**src/rtl/oclib_cdc_bus_sender_pkg.sv**
```systemverilog
// Sizing helpers for the CDC bus sender.
package oclib_cdc_bus_sender_pkg;

  function automatic int unsigned max_u(input int unsigned a, input int unsigned b);
    return (a > b) ? a : b;
  endfunction

  // One register serves both the startup flush and the acknowledge timeout.
  function automatic int unsigned counter_width(input int unsigned sync_cycles,
                                                input int unsigned timeout_cycles);
    return $clog2(max_u(sync_cycles + 1, timeout_cycles) + 1);
  endfunction

endpackage

```
**src/rtl/oclib_synchronizer.sv**
```systemverilog
// Plain multi-flop synchronizer; stages are unreset and flushed by the user.
module oclib_synchronizer #(
  parameter int Width      = 1,
  parameter int SyncCycles = 2
) (
  input  logic             clock,
  input  logic [Width-1:0] async_data,
  output logic [Width-1:0] sync_data
);

  logic [Width-1:0] stages [SyncCycles];

  always_ff @(posedge clock) begin
    stages[0] <= async_data;
    for (int i = 1; i < SyncCycles; i++) begin
      stages[i] <= stages[i-1];
    end
  end

  assign sync_data = stages[SyncCycles-1];

endmodule

```
**src/rtl/oclib_cdc_bus_sender.sv**
```systemverilog
// Source half of a toggle-handshake bus CDC: holds a word on cdc_data,
// flips cdc_req, and waits for the synchronized cdc_ack toggle.
module oclib_cdc_bus_sender
  import oclib_cdc_bus_sender_pkg::*;
#(
  parameter int Width         = 32,
  parameter int SyncCycles    = 3,
  parameter int TimeoutCycles = 0
) (
  input  logic             clock,
  input  logic             resetn,
  input  logic [Width-1:0] in_data,
  input  logic             in_valid,
  output logic             in_ready,
  output logic [Width-1:0] cdc_data,
  output logic             cdc_req,
  input  logic             cdc_ack,
  output logic             busy,
  output logic             timeout_error,
  output logic             ack_error,
  input  logic             clear_error
);

  localparam int CountWidth = counter_width(SyncCycles, TimeoutCycles);
  localparam logic [CountWidth-1:0] StartupLast = CountWidth'(SyncCycles);
  localparam logic [CountWidth-1:0] TimeoutLast =
    CountWidth'((TimeoutCycles > 0) ? (TimeoutCycles - 1) : 0);
  localparam logic [CountWidth-1:0] CountMax = '1;

  generate
    if (SyncCycles < 2 || SyncCycles > 10) begin : g_bad_sync_cycles
      $error("oclib_cdc_bus_sender: SyncCycles must be within 2..10");
    end
    if (Width < 1) begin : g_bad_width
      $error("oclib_cdc_bus_sender: Width must be at least 1");
    end
  endgenerate

  typedef enum logic [1:0] {
    Startup = 2'd0,
    Idle    = 2'd1,
    WaitAck = 2'd2
  } state_e;

  state_e                state, state_next;
  logic                  ack_sync, ack_last, ack_last_next;
  logic                  in_ready_next, cdc_req_next;
  logic [Width-1:0]      cdc_data_next;
  logic [CountWidth-1:0] count, count_next;
  logic                  timeout_set, ack_err_set;

  oclib_synchronizer #(
    .Width      (1),
    .SyncCycles (SyncCycles)
  ) ack_synchronizer (
    .clock      (clock),
    .async_data (cdc_ack),
    .sync_data  (ack_sync)
  );

  always_comb begin
    state_next    = state;
    in_ready_next = in_ready;
    cdc_req_next  = cdc_req;
    cdc_data_next = cdc_data;
    ack_last_next = ack_last;
    count_next    = count;
    timeout_set   = 1'b0;
    ack_err_set   = 1'b0;
    unique case (state)
      Startup: begin
        if (count == StartupLast) begin
          ack_last_next = ack_sync;
          in_ready_next = 1'b1;
          count_next    = '0;
          state_next    = Idle;
        end else begin
          count_next = count + CountWidth'(1);
        end
      end
      Idle: begin
        if (ack_sync != ack_last) begin
          ack_last_next = ack_sync;
          ack_err_set   = 1'b1;
        end
        if (in_valid && in_ready) begin
          cdc_data_next = in_data;
          cdc_req_next  = ~cdc_req;
          in_ready_next = 1'b0;
          count_next    = '0;
          state_next    = WaitAck;
        end
      end
      WaitAck: begin
        if (ack_sync != ack_last) begin
          ack_last_next = ack_sync;
          in_ready_next = 1'b1;
          state_next    = Idle;
        end else begin
          if (count != CountMax) count_next = count + CountWidth'(1);
          // A request cannot be retracted, so a timeout only flags.
          if (TimeoutCycles > 0 && count == TimeoutLast) timeout_set = 1'b1;
        end
      end
      default: state_next = Startup;
    endcase
  end

  always_ff @(posedge clock or negedge resetn) begin
    if (!resetn) begin
      state         <= Startup;
      in_ready      <= 1'b0;
      busy          <= 1'b1;
      cdc_req       <= 1'b0;
      cdc_data      <= '0;
      ack_last      <= 1'b0;
      count         <= '0;
      timeout_error <= 1'b0;
      ack_error     <= 1'b0;
    end else begin
      state         <= state_next;
      in_ready      <= in_ready_next;
      busy          <= (state_next != Idle);
      cdc_req       <= cdc_req_next;
      cdc_data      <= cdc_data_next;
      ack_last      <= ack_last_next;
      count         <= count_next;
      timeout_error <= timeout_set | (timeout_error & ~clear_error);
      ack_error     <= ack_err_set | (ack_error & ~clear_error);
    end
  end

endmodule

```
**config.mk**
```make
export PLATFORM = sky130hd
export DESIGN_NAME = oclib_cdc_bus_sender
export DESIGN_NICKNAME = d
export VERILOG_FILES = /design/src/rtl/oclib_cdc_bus_sender_pkg.sv /design/src/rtl/oclib_synchronizer.sv /design/src/rtl/oclib_cdc_bus_sender.sv
export SDC_FILE = /design/constraint.sdc
export NUM_CORES = 1
export LEC_CHECK = 0
export ABC_CLOCK_PERIOD_IN_PS = 3160
export CAP_MARGIN = 10
export CORE_ASPECT_RATIO = 1.25
export CORE_MARGIN = 1.5
export CORE_UTILIZATION = 44
export CTS_CLUSTER_DIAMETER = 150
export DETAILED_ROUTE_END_ITERATION = 6
export GPL_TIMING_DRIVEN = 0
export HOLD_SLACK_MARGIN = 0.06
export PLACE_DENSITY_LB_ADDON = 0.2
export SETUP_SLACK_MARGIN = 0.1
export SLEW_MARGIN = 20
export SYNTH_ARGS = -nofsm -noshare
export SYNTH_HDL_FRONTEND = slang
export SYNTH_SLANG_ARGS = --single-unit
```
**constraint.sdc**
```tcl
create_clock -name clock -period 3.16 [get_ports clock]
set_input_delay 0.474 -clock clock [delete_from_list [all_inputs] [get_ports clock]]
set_output_delay 0.474 -clock clock [all_outputs]
set_load 0.005 [all_outputs]
```
==> impl_results.md <==
- CTS Hold Bufs: 0
- Clock power share: 16.5%
- PortBufs: 73
- Final ANT Viol Nets: 0
- Post-synthesis register bit count: 46
- Buffer count from post-CTS setup fixing: 0
- Hold Path Class: in -> async
- Vias per cell: 4.92
- Worst-Margin Slew: 0.556 ns
- Power share of the sequential group: 39.3%
- Final slew viol count: 0
- CTS tree: done
- Number of global-route vias before repair: 1364
- Routed wire per std cell: 15.2 microns
- # fillers: 336
- Setup crit end kind: flip-flop
- Synth warnings: 0
- DRC Markers: 0
- Via Count: 1332
- Status: finished, final reports clean
- CTS Buf Count: 5
- Leakage: 1.24 nW
- Pwr Density: 881 nW/um^2
- Leading area contributor after synthesis: dfrtp_1
- Row count: 26
- Internal Power: 1.81 mW
- Reg2reg end: count[1]
- Commonest cells in the netlist: dfrtp_1 (42), mux2_1 (29), ha_1 (10), inv_1 (7), nor2b_1 (6)
- Ys async rst share: 93.5%
- Most common cell in the synthesized netlist: dfrtp_1
- Area delta synth->final: 47.2%
- H-tree depth: 2
- Final hold violations: 0
- Switching Fraction: 28.4%
- Gr usage total: 17.8%
- Final std cells w/o fill: 271
- Final setup fails: 0
- Sequential cell area: 1140 sq um
- Synth Area per Inst: 14.7 sq um
- Required @ worst endpoint: 3.33 ns
- Maximum operating frequency: 0.528 GHz
- Initial core utilization: 46.9%
- Cts repair resizes: 0
- CORE AREA: 4160 sq um
- Drt first pass iters: 4
- I/O pins: 74
- Syn nets: 180
- Antenna Cells: 0
- Max Cap Violations: 0
- CP Class: reg -> reg
- Worst R2R Path Depth: 5
- CP Max Fanout: 5
- CTS clock-pin slew for the worst setup and hold paths: 0.09 ns
- Sequential fraction of the synthesis area: 58.3%
- Top FF cell, synth: dfrtp_1
- Die Span Y: 77.5 microns
- Worst clock skew: 0.00873 ns
- Post-synth EDFFs: 0
- Crit path time final: 1.89 ns
- Setup TNS Final: 0 ns
- Initial DRC Count: 41
- DRT Wirelength: 4120 microns
- R2r startpoint: state[0]
- Post-synth cell types: 31
- Worst Setup SP: state[0]
- Clock Root Buffer: clkbuf_8
- RSZ-0062 raised after global routing: no
- Worst VDD drop: 0.404 mV
- Reg2Reg Setup Slack: 1.27 ns
- Post-synthesis instance total: 133
- Dpl hpwl: 3290 microns
- Final Cycle Share: 59.9%
- Post-Syn Area: 1950 sq um
- CP arrival: 2.06 ns
- Comb power frac: 44.2%
- Largest net degree at the start of global routing: 32
- End of the critical path: count[1]
- Ratio of cells with drive above 1 in the final layout: 8.84%
- Top cells by area, synth: dfrtp_1 (54%), mux2_1 (17%), ha_1 (6.4%)
- Slew HR: 62.8%
- Grt ovf: 0
- Post-synth top area share: 53.8%
- Dpl cells: 263
- Net Switching: 0.718 mW
- Die width: 62.6 microns
- Gp weighted congestion: 0.815
- Initial antenna violation count: 0
- Multi-input logic area: 773 sq um
- Die area: 4850 sq um
- Element type at the critical path start: flip-flop
- Clk sinks: 46
- Final nets: 261
- Clk buf depth: 2
- First-pass GRT wire length: 6680 microns
- Worst-Skew Late Latency: 0.29 ns
==> worst min-delay path by stage <==
stage | from | cells past startpoint | slack, ns | end
after CTS | resetn | 1 | 0.07 | cdc_data[8]
after global placement | ack_synchronizer.stages[0][1] | 0 | 0.31 | ack_synchronizer.stages[0][2]
final | resetn | 1 | 0.06 | cdc_data[8]
after floorplan | resetn | 0 | 0.18 | ack_error
after detailed placement | ack_synchronizer.stages[0][0] | 0 | 0.32 | ack_synchronizer.stages[0][1]
after global routing | resetn | 1 | 0.07 | cdc_data[8]
==> metrics by stage <==
step / power, mW / hold slack, ns / utilization (%) / cell area (sq um) / setup WS [ns]
2_1_floorplan: 1.50 / 0.178 / - / 1950 / 1.43
3_3_place_gp: 2.07 / 0.314 / 66.1 / 2750 / 0.629
3_5_place_dp: 2.14 / 0.322 / 66.5 / 2770 / 1.08
4_1_cts: 2.56 / 0.0709 / 69.0 / 2870 / 1.28
5_1_grt: 2.69 / 0.0725 / 69.0 / 2870 / 1.20
6_report: 2.53 / 0.0640 / 69.0 / 2870 / 1.27
==> cell families (layout without fill, tap and decap cells) <==
group,Yosys count,in the layout,share of synthesized area (%)
compound gates,12,12,5.83
buf+inv,10,92,2.12
xor+xnor,3,3,1.35
fa+ha+maj,10,10,6.41
simple gates,14,14,4.17
mux,38,38,21.9
flops,46,46,58.3
==> cell usage in the layout, fill, tap and decap left out, types with 2 or more instances in the layout <==
master | Yosys | final
mux2_1 | 29 | 29
mux2_2 | 4 | 4
a211oi_1 | 2 | 2
mux2i_1 | 4 | 4
and2_1 | 2 | 2
xnor2_1 | 2 | 2
clkdlybuf4s50_1 | 0 | 72
dfxtp_1 | 3 | 3
dfrtp_1 | 42 | 42
nor2b_1 | 6 | 6
buf_2 | 3 | 4
inv_1 | 7 | 7
ha_1 | 10 | 10
clkbuf_8 | 0 | 5
clkbuf_1 | 0 | 2
==> layer usage <==
metal  routed length, microns  global-route usage [%]  vias up  share of wire, %
li1                         -                       -      624                 -
met1                     1670                    20.5      648                41
met2                     2150                    31.2       49                52
met3                      191                    3.77       11               4.6
met4                      110                    8.67        0               2.7
met5                        0                       0        -                 0
==> sequential cells by signal, indices dropped and copies added (netlist names) <==
register,cells
in_ready,1
count,3
cdc_data,32
ack_error,1
timeout_error,1
state,2
cdc_req,1
ack_last,1
ack_synchronizer.stages,3
busy,1
==> cell type report <==
type | count | area share (%)
multi-input cells | 77 | 26.9
repair buffers | 74 | 25.9
clock buffers | 7 | 2.66
flip-flops and latches | 46 | 39.6
clock inverters | 1 | 1.04
plain buffers | 3 | 0.522
inverters | 7 | 0.914
well taps | 56 | 2.44
==> critical path, cell delays in order (launching register included) <==
cell and delay, ns:
dfrtp_1 0.43, inv_1 0.11, ha_1 0.30, and2_1 0.23, a2111oi_4 0.39, mux2_4 0.33
==> power by group through the flow <==
stage               combinational, mW  sequential, mW  clock [mW]
floorplan                       0.482            1.02           0
global placement                 1.08           0.989           0
detailed placement               1.13            1.01           0
CTS                              1.14           0.998       0.427
global route                     1.20            1.03       0.454
finish                           1.12           0.997       0.417
Note: power is estimated with default switching activity, not from simulation.
